<file path="src/rtl/mips_cpu_wb_pkg.sv">
// rtl/mips_cpu_wb_pkg.sv - shared types for the MIPS writeback stage
// Load-op encoding and FSM state type.
package mips_cpu_wb_pkg;

  typedef enum logic [2:0] {
    LD_W  = 3'd0,
    LD_B  = 3'd1,
    LD_BU = 3'd2,
    LD_H  = 3'd3,
    LD_HU = 3'd4,
    LD_WL = 3'd5,
    LD_WR = 3'd6
  } load_op_e;

  typedef enum logic {
    S_IDLE     = 1'b0,
    S_WAIT_MEM = 1'b1
  } wb_state_e;

endpackage

</file>
<file path="src/rtl/mips_cpu_wb_stage_if.sv">
// rtl/mips_cpu_wb_stage_if.sv - request, memory and register-file write bundle
// master drives requests and memory data; slave is the writeback stage.
interface mips_cpu_wb_stage_if #(
  parameter int NUM_SRC    = 4,
  parameter int REG_ADDR_W = 5
);
  localparam int SEL_W = (NUM_SRC > 1) ? $clog2(NUM_SRC) : 1;

  logic                    in_valid;
  logic                    in_ready;
  logic [SEL_W-1:0]        in_select;
  logic [NUM_SRC*32-1:0]   src_data;
  logic [REG_ADDR_W-1:0]   in_dest;
  logic [2:0]              in_load_op;
  logic [1:0]              in_byte_off;
  logic [31:0]             in_rt_old;
  logic [31:0]             mem_readdata;
  logic                    mem_rdvalid;
  logic                    wb_en;
  logic [REG_ADDR_W-1:0]   wb_addr;
  logic [31:0]             wb_data;
  logic                    timeout_err;

  modport master (
    output in_valid, in_select, src_data, in_dest, in_load_op, in_byte_off,
           in_rt_old, mem_readdata, mem_rdvalid,
    input  in_ready, wb_en, wb_addr, wb_data, timeout_err
  );

  modport slave (
    input  in_valid, in_select, src_data, in_dest, in_load_op, in_byte_off,
           in_rt_old, mem_readdata, mem_rdvalid,
    output in_ready, wb_en, wb_addr, wb_data, timeout_err
  );

endinterface

</file>
<file path="src/rtl/mips_cpu_load_align.sv">
// rtl/mips_cpu_load_align.sv - load data extraction, extension and LWL/LWR merge
// Purely combinational; reserved op codes pass the memory word through.
module mips_cpu_load_align
  import mips_cpu_wb_pkg::*;
(
  input  logic [2:0]  i_op,
  input  logic [1:0]  i_off,
  input  logic [31:0] i_mem,
  input  logic [31:0] i_rt,
  output logic [31:0] o_data
);

  logic [7:0]  w_byte;
  logic [15:0] w_half;
  logic [4:0]  w_lsh;
  logic [4:0]  w_rsh;

  assign w_byte = i_mem[{i_off, 3'b000} +: 8];
  assign w_half = i_off[1] ? i_mem[31:16] : i_mem[15:0];
  // LWL shifts left by 3-b bytes, LWR shifts right by b bytes
  assign w_lsh  = {~i_off, 3'b000};
  assign w_rsh  = {i_off, 3'b000};

  always_comb begin
    o_data = i_mem;
    case (i_op)
      LD_B:    o_data = {{24{w_byte[7]}}, w_byte};
      LD_BU:   o_data = {24'd0, w_byte};
      LD_H:    o_data = {{16{w_half[15]}}, w_half};
      LD_HU:   o_data = {16'd0, w_half};
      LD_WL:   o_data = (i_mem << w_lsh) | (i_rt & ~(32'hFFFF_FFFF << w_lsh));
      LD_WR:   o_data = (i_mem >> w_rsh) | (i_rt & ~(32'hFFFF_FFFF >> w_rsh));
      default: o_data = i_mem;
    endcase
  end

endmodule

</file>
<file path="src/rtl/mips_cpu_wb_stage.sv">
// rtl/mips_cpu_wb_stage.sv - registered writeback stage with bounded memory wait
// Selects a result source or waits for load data, then issues one register-file write.
module mips_cpu_wb_stage
  import mips_cpu_wb_pkg::*;
#(
  parameter int NUM_SRC    = 4,
  parameter int MEM_SRC    = 1,
  parameter int REG_ADDR_W = 5,
  parameter int TIMEOUT    = 255
) (
  input logic                clk,
  input logic                reset,
  mips_cpu_wb_stage_if.slave bus
);

  localparam int SEL_W = (NUM_SRC > 1) ? $clog2(NUM_SRC) : 1;
  localparam int CNT_W = (TIMEOUT > 1) ? $clog2(TIMEOUT + 1) : 1;
  localparam logic [SEL_W-1:0] MEM_SEL = SEL_W'(MEM_SRC);
  localparam logic [CNT_W-1:0] TO_VAL  = CNT_W'(TIMEOUT);

  wb_state_e             r_state;
  wb_state_e             w_state_nxt;
  logic [CNT_W-1:0]      r_cnt;
  logic [CNT_W-1:0]      w_cnt_nxt;
  logic [REG_ADDR_W-1:0] r_dest;
  logic [REG_ADDR_W-1:0] w_dest_nxt;
  logic [2:0]            r_op;
  logic [2:0]            w_op_nxt;
  logic [1:0]            r_off;
  logic [1:0]            w_off_nxt;
  logic [31:0]           r_rt;
  logic [31:0]           w_rt_nxt;

  logic                  r_wb_en;
  logic [REG_ADDR_W-1:0] r_wb_addr;
  logic [31:0]           r_wb_data;
  logic                  r_timeout_err;

  logic                  w_wr_go;
  logic [REG_ADDR_W-1:0] w_wr_dest;
  logic [31:0]           w_wr_data;
  logic                  w_en_nxt;
  logic                  w_err_nxt;
  logic [31:0]           w_src_word;
  logic [31:0]           w_aligned;
  logic [2:0]            w_al_op;
  logic [1:0]            w_al_off;
  logic [31:0]           w_al_rt;

  assign w_src_word = bus.src_data[32*bus.in_select +: 32];

  // In IDLE the aligner sees the live request so a same-cycle load completes at once
  assign w_al_op  = (r_state == S_IDLE) ? bus.in_load_op  : r_op;
  assign w_al_off = (r_state == S_IDLE) ? bus.in_byte_off : r_off;
  assign w_al_rt  = (r_state == S_IDLE) ? bus.in_rt_old   : r_rt;

  mips_cpu_load_align u_align (
    .i_op   (w_al_op),
    .i_off  (w_al_off),
    .i_mem  (bus.mem_readdata),
    .i_rt   (w_al_rt),
    .o_data (w_aligned)
  );

  always_ff @(posedge clk or posedge reset) begin
    if (reset) r_state <= S_IDLE;
    else       r_state <= w_state_nxt;
  end

  always_comb begin
    w_state_nxt = r_state;
    w_cnt_nxt   = r_cnt;
    w_dest_nxt  = r_dest;
    w_op_nxt    = r_op;
    w_off_nxt   = r_off;
    w_rt_nxt    = r_rt;
    w_err_nxt   = 1'b0;
    w_wr_go     = 1'b0;
    w_wr_dest   = r_dest;
    w_wr_data   = w_aligned;
    case (r_state)
      S_IDLE: begin
        if (bus.in_valid) begin
          if (bus.in_select != MEM_SEL) begin
            w_wr_go   = 1'b1;
            w_wr_dest = bus.in_dest;
            w_wr_data = w_src_word;
          end else begin
            w_dest_nxt = bus.in_dest;
            w_op_nxt   = bus.in_load_op;
            w_off_nxt  = bus.in_byte_off;
            w_rt_nxt   = bus.in_rt_old;
            if (bus.mem_rdvalid) begin
              w_wr_go   = 1'b1;
              w_wr_dest = bus.in_dest;
            end else begin
              w_state_nxt = S_WAIT_MEM;
              w_cnt_nxt   = '0;
            end
          end
        end
      end
      S_WAIT_MEM: begin
        if (bus.mem_rdvalid) begin
          w_wr_go     = 1'b1;
          w_state_nxt = S_IDLE;
        end else begin
          w_cnt_nxt = r_cnt + CNT_W'(1);
          if (TIMEOUT != 0 && w_cnt_nxt == TO_VAL) begin
            w_err_nxt   = 1'b1;
            w_state_nxt = S_IDLE;
          end
        end
      end
      default: w_state_nxt = S_IDLE;
    endcase
    w_en_nxt = w_wr_go && (w_wr_dest != '0);
  end

  always_ff @(posedge clk or posedge reset) begin
    if (reset) begin
      r_cnt         <= '0;
      r_dest        <= '0;
      r_op          <= '0;
      r_off         <= '0;
      r_rt          <= '0;
      r_wb_en       <= 1'b0;
      r_wb_addr     <= '0;
      r_wb_data     <= '0;
      r_timeout_err <= 1'b0;
    end else begin
      r_cnt         <= w_cnt_nxt;
      r_dest        <= w_dest_nxt;
      r_op          <= w_op_nxt;
      r_off         <= w_off_nxt;
      r_rt          <= w_rt_nxt;
      r_wb_en       <= w_en_nxt;
      r_timeout_err <= w_err_nxt;
      // Address/data only move with a strobe so they hold between writes
      if (w_en_nxt) begin
        r_wb_addr <= w_wr_dest;
        r_wb_data <= w_wr_data;
      end
    end
  end

  assign bus.in_ready    = (r_state == S_IDLE);
  assign bus.wb_en       = r_wb_en;
  assign bus.wb_addr     = r_wb_addr;
  assign bus.wb_data     = r_wb_data;
  assign bus.timeout_err = r_timeout_err;

endmodule

</file>
<file path="src/flat_wrapper.sv">
// flat-port wrapper written by rule: the top's interface ports become plain ports
module mips_cpu_wb_stage_flat import mips_cpu_wb_pkg::*;
#(
  parameter int NUM_SRC    = 4,
  parameter int MEM_SRC    = 1,
  parameter int REG_ADDR_W = 5,
  parameter int TIMEOUT    = 255
)
  (clk, reset, bus_in_valid, bus_in_select, bus_src_data, bus_in_dest, bus_in_load_op, bus_in_byte_off, bus_in_rt_old, bus_mem_readdata, bus_mem_rdvalid, bus_in_ready, bus_wb_en, bus_wb_addr, bus_wb_data, bus_timeout_err);
  mips_cpu_wb_stage_if #(.NUM_SRC(NUM_SRC), .REG_ADDR_W(REG_ADDR_W)) bus_i ();
  input logic clk;
  input logic reset;
  input wire logic [$bits(bus_i.in_valid)-1:0] bus_in_valid;
  input wire logic [$bits(bus_i.in_select)-1:0] bus_in_select;
  input wire logic [$bits(bus_i.src_data)-1:0] bus_src_data;
  input wire logic [$bits(bus_i.in_dest)-1:0] bus_in_dest;
  input wire logic [$bits(bus_i.in_load_op)-1:0] bus_in_load_op;
  input wire logic [$bits(bus_i.in_byte_off)-1:0] bus_in_byte_off;
  input wire logic [$bits(bus_i.in_rt_old)-1:0] bus_in_rt_old;
  input wire logic [$bits(bus_i.mem_readdata)-1:0] bus_mem_readdata;
  input wire logic [$bits(bus_i.mem_rdvalid)-1:0] bus_mem_rdvalid;
  output wire logic [$bits(bus_i.in_ready)-1:0] bus_in_ready;
  output wire logic [$bits(bus_i.wb_en)-1:0] bus_wb_en;
  output wire logic [$bits(bus_i.wb_addr)-1:0] bus_wb_addr;
  output wire logic [$bits(bus_i.wb_data)-1:0] bus_wb_data;
  output wire logic [$bits(bus_i.timeout_err)-1:0] bus_timeout_err;
  assign bus_i.in_valid = bus_in_valid;
  assign bus_i.in_select = bus_in_select;
  assign bus_i.src_data = bus_src_data;
  assign bus_i.in_dest = bus_in_dest;
  assign bus_i.in_load_op = bus_in_load_op;
  assign bus_i.in_byte_off = bus_in_byte_off;
  assign bus_i.in_rt_old = bus_in_rt_old;
  assign bus_i.mem_readdata = bus_mem_readdata;
  assign bus_i.mem_rdvalid = bus_mem_rdvalid;
  assign bus_in_ready = bus_i.in_ready;
  assign bus_wb_en = bus_i.wb_en;
  assign bus_wb_addr = bus_i.wb_addr;
  assign bus_wb_data = bus_i.wb_data;
  assign bus_timeout_err = bus_i.timeout_err;
  mips_cpu_wb_stage #(.NUM_SRC(NUM_SRC), .MEM_SRC(MEM_SRC), .REG_ADDR_W(REG_ADDR_W), .TIMEOUT(TIMEOUT)) u_core (.clk(clk), .reset(reset), .bus(bus_i));
endmodule
</file>
<file path="config.mk">
export PLATFORM = sky130hd
export DESIGN_NAME = mips_cpu_wb_stage_flat
export DESIGN_NICKNAME = d
export VERILOG_FILES = /design/src/rtl/mips_cpu_wb_pkg.sv /design/src/rtl/mips_cpu_wb_stage_if.sv /design/src/rtl/mips_cpu_load_align.sv /design/src/rtl/mips_cpu_wb_stage.sv /design/src/flat_wrapper.sv
export SDC_FILE = /design/constraint.sdc
export NUM_CORES = 1
export LEC_CHECK = 0
export CAP_MARGIN = 40
export CORE_ASPECT_RATIO = 0.5
export CORE_MARGIN = 3
export CORE_UTILIZATION = 41
export DETAILED_ROUTE_END_ITERATION = 16
export PLACE_DENSITY = 0.75
export SLEW_MARGIN = 0
export SYNTH_ARGS = -nofsm -noshare
export SYNTH_HDL_FRONTEND = slang
export SYNTH_SLANG_ARGS = --single-unit
export TNS_END_PERCENT = 10
</file>
<file path="constraint.sdc">
create_clock -name clk -period 2.63 [get_ports clk]
set_input_delay 0.3945 -clock clk [delete_from_list [all_inputs] [get_ports clk]]
set_output_delay 0.3945 -clock clk [all_outputs]
set_load 0.01 [all_outputs]
</file>
==> summary.txt, run 1 <==
Status -> finished clean
Max Root-Sink Buffers -> 2
Pins Over Slew Limit -> 0
Slowest CP cell -> dfrtp_2
# diodes -> 0
Number of flops mapped to enable cells by yosys -> 0
IO Pins -> 248
P per Cell Area -> 520 nW/um2
Syn Std Cell Area -> 6650 um2
H-Tree Depth -> 3
Layout cells sized above 1 -> 16.8%
TritonRoute pass-1 iters -> 6
Row count -> 32
Static leakage -> 3.80 nW
DP Worst Slack -> 0.0257 ns
Synth Net Count -> 854
Maxcap violations -> 0
RSZ-0062 raised after global routing -> false
Commonest non-fill, non-tap cell in the layout -> clkdlybuf4s50_1
Top-area cell type share of the netlist area -> 33.9%
Buf+Inv Stages, Crit Path -> 3
# clock sinks -> 90
Setup ws final -> 0.249 ns
Syn Area/Cell -> 10.3 um2
Setup CP Type -> flop to flop
Reg2Reg Launch Point -> u_core.r_state
VDD IR-drop max -> 324 uV
Final Hold Vio Count -> 0
Flops & latches, synth -> 90
Setup TNS -> 0 ns
Async SR Flop Fraction -> 100%
Final Hold Slack -> 0.426 ns
Largest area contributor in the netlist -> dfrtp_1
Seq/Total Area, Yosys -> 33.9%
Total of warnings raised by yosys -> 0
DRT Wirelength -> 22200 um
Relative slew slack -> 48.3%
Final setup fails -> 0
Post-layout minimum cycle time -> 2.38 ns
I/O Buffers -> 215
Crit path DAT -> 2.61 ns
Grt total ovfl -> 0
Setup crit start -> u_core.r_state
Via count -> 6239
Largest net degree at the start of global routing -> 51
Period utilization -> 90.5%
Initial Util -> 42.6%
GRT Total Usage -> 24.6%
CP Cell Sequence -> buf_4 -> and4bb_1 -> or2_1 -> buf_4 -> a222oi_1 -> buf_4 -> a21oi_1
Hpwl dp -> 17600 um
Die area -> 17900 um2
Fmax -> 420 MHz
FILL cells -> 1327
WL/cell -> 20.8 um
CTS tree -> yes
Max incr delay on CP -> 0.53 ns
Critical Path RT -> 2.86 ns
Antenna-violating nets left -> 0
Iteration-0 DRC Markers -> 528
Die Ht -> 96.0 um
Most used cell, CP -> buf_4
CTS buffer count -> 9
Clock root buffer -> clkbuf_16
Crit path launch type -> flop
Min-delay worst type -> primary input to async pin
Residual DRC count -> 0
Clock Skews -> 0.0168 ns
CP Capture Type -> flop
Core area -> 15600 um2
Hold buffers post-CTS -> 0
Main synth FF type -> dfrtp_1
Reg clk slew, reported paths -> 0.08 ns
Ranking of synthesized cells by area -> dfrtp_1, mux2i_1, mux2_2
Most frequent cells in the layout -> clkdlybuf4s50_1, mux2i_1, dfrtp_1, mux2_2, nand2_1
P&R area growth vs syn -> 42.7%
Measured slew at the worst slew-check pin -> 0.773 ns
Synth unique cells -> 59
Placer Congestion -> 0.867
Worst skew pair latency -> 0.37 ns
Crit path max-delay family -> buffers and inverters
DIE WIDTH -> 186 um
Worst Path Max Fanout -> 18
Antenna violations before repair -> 0
First-pass GRT wire length -> 34100 um
Vias per cell -> 5.85
Final #Nets -> 1068
Vias in the first global route -> 6158
Synth Instances -> 644
area by class of cell:
cell class	count	area (um2)	share of cell area [%]
Clock buffer	9	225	2.37
Clock inverter	7	68.8	0.725
Inverter	5	22.5	0.237
Multi-Input combinational cell	499	4130	43.5
Sequential cell	90	2250	23.8
Tap cell	204	255	2.69
Timing Repair Buffer	253	2530	26.7
power breakdown:
group	total [mW]	internal (mW)	switching [mW]
sequential	1.84	1.66	0.184
combinational	1.80	1.00	0.797
clock	1.30	0.670	0.632
logic make-up (layout without fill, tap and decap cells):
group                      count (synthesis)  count (layout)  synth area share [%]
muxes                                    201             201                  32.3
AOI/OAI and AO/OA                        180             180                  20.2
and+or+nand+nor                          111             111                  8.28
DFF                                       90              90                  33.9
buffers and inverters                     55             274                  4.35
xor gates and xnor gates                   5               5                 0.659
adders and majority gates                  2               2                 0.376
repair_timing:
action                     CTS  global route
setup buffers                0             0
hold endpoints to repair     0             0
setup endpoints to repair    0             1
resized for setup            0             1
worst paths after layout:
path                                     endpoint  slack, ns  cells past startpoint
setup / recovery           u_core.bus.wb_data[28]       0.25                      7
hold / removal             u_core.bus.wb_data[16]       0.43                      2
setup reg to reg           u_core.bus.wb_data[28]       0.25                      7
hold reg to reg                   u_core.r_cnt[7]       0.49                      1
max in group asynchronous   u_core.bus.wb_data[7]       1.48                      3
min in group clk                  u_core.r_cnt[7]       0.49                      1
synthesized netlist by cell type, types with 3 or more instances:
cell and instances:
buf_1 4, mux2_2 69, a222oi_1 8, a2bb2oi_1 32, nor2_1 27, nor2b_1 8, buf_4 11, o22ai_1 15
a211oi_1 14, dfrtp_1 90, o21ai_1 5, and3_1 4, nand3_1 8, o21ai_0 14, a31oi_1 16, a21oi_1 25
xnor2_1 4, o21ai_2 3, inv_1 5, a2111oi_0 8, mux2i_1 127, nand2_1 44, a221oi_1 7, buf_6 3
a41oi_1 7, buf_2 13, clkbuf_1 17, a22oi_1 9
registers in the layout, summed over array words and instances (netlist names):
name / cells
u_core.r_cnt: 8
u_core.r_op: 3
u_core.bus.wb_addr: 5
u_core.r_dest: 5
u_core.bus.wb_data: 32
u_core.r_state: 1
u_core.r_off: 2
u_core.r_rt: 32
u_core.bus.wb_en: 1
u_core.bus.timeout_err: 1
worst register-to-register path, stage by stage, from the launching register on:
cell and delay, ns:
dfrtp_2 0.53, buf_4 0.31, and4bb_1 0.25, or2_1 0.28
buf_4 0.22, a222oi_1 0.43, buf_4 0.19, a21oi_1 0.06
through the flow:
| step | instance area (um2) | util [%] | total power, mW | std cells |
|---|---|---|---|---|
| CTS | 9480 | 60.7 | 4.95 | 1067 |
| detailed placement | 9190 | 58.9 | 3.65 | 1051 |
| global placement | 9190 | 58.9 | 3.60 | 1051 |
| finish | 9490 | 60.8 | 4.94 | 1067 |
| floorplan | 6650 | - | 2.76 | 644 |
| global route | 9490 | 60.8 | 5.19 | 1067 |
routing by layer:
metal	track usage (%)	wire [um]
met5	0	0
met3	3.70	1270
met4	4.46	219
met1	34.2	9780
met2	41.6	10900
(Power assumes the default switching activity.)
==> run 2, diff against run 1 <==
--- a/config.mk
+++ b/config.mk
@@ -5,6 +5,7 @@
 export SDC_FILE = /design/constraint.sdc
 export NUM_CORES = 1
 export LEC_CHECK = 0
+export ABC_CLOCK_PERIOD_IN_PS = 2630
 export CAP_MARGIN = 40
 export CORE_ASPECT_RATIO = 0.5
 export CORE_MARGIN = 3
==> results of run 2 <==
The final DEF is identical to that of run 1; final timing and power are the same.
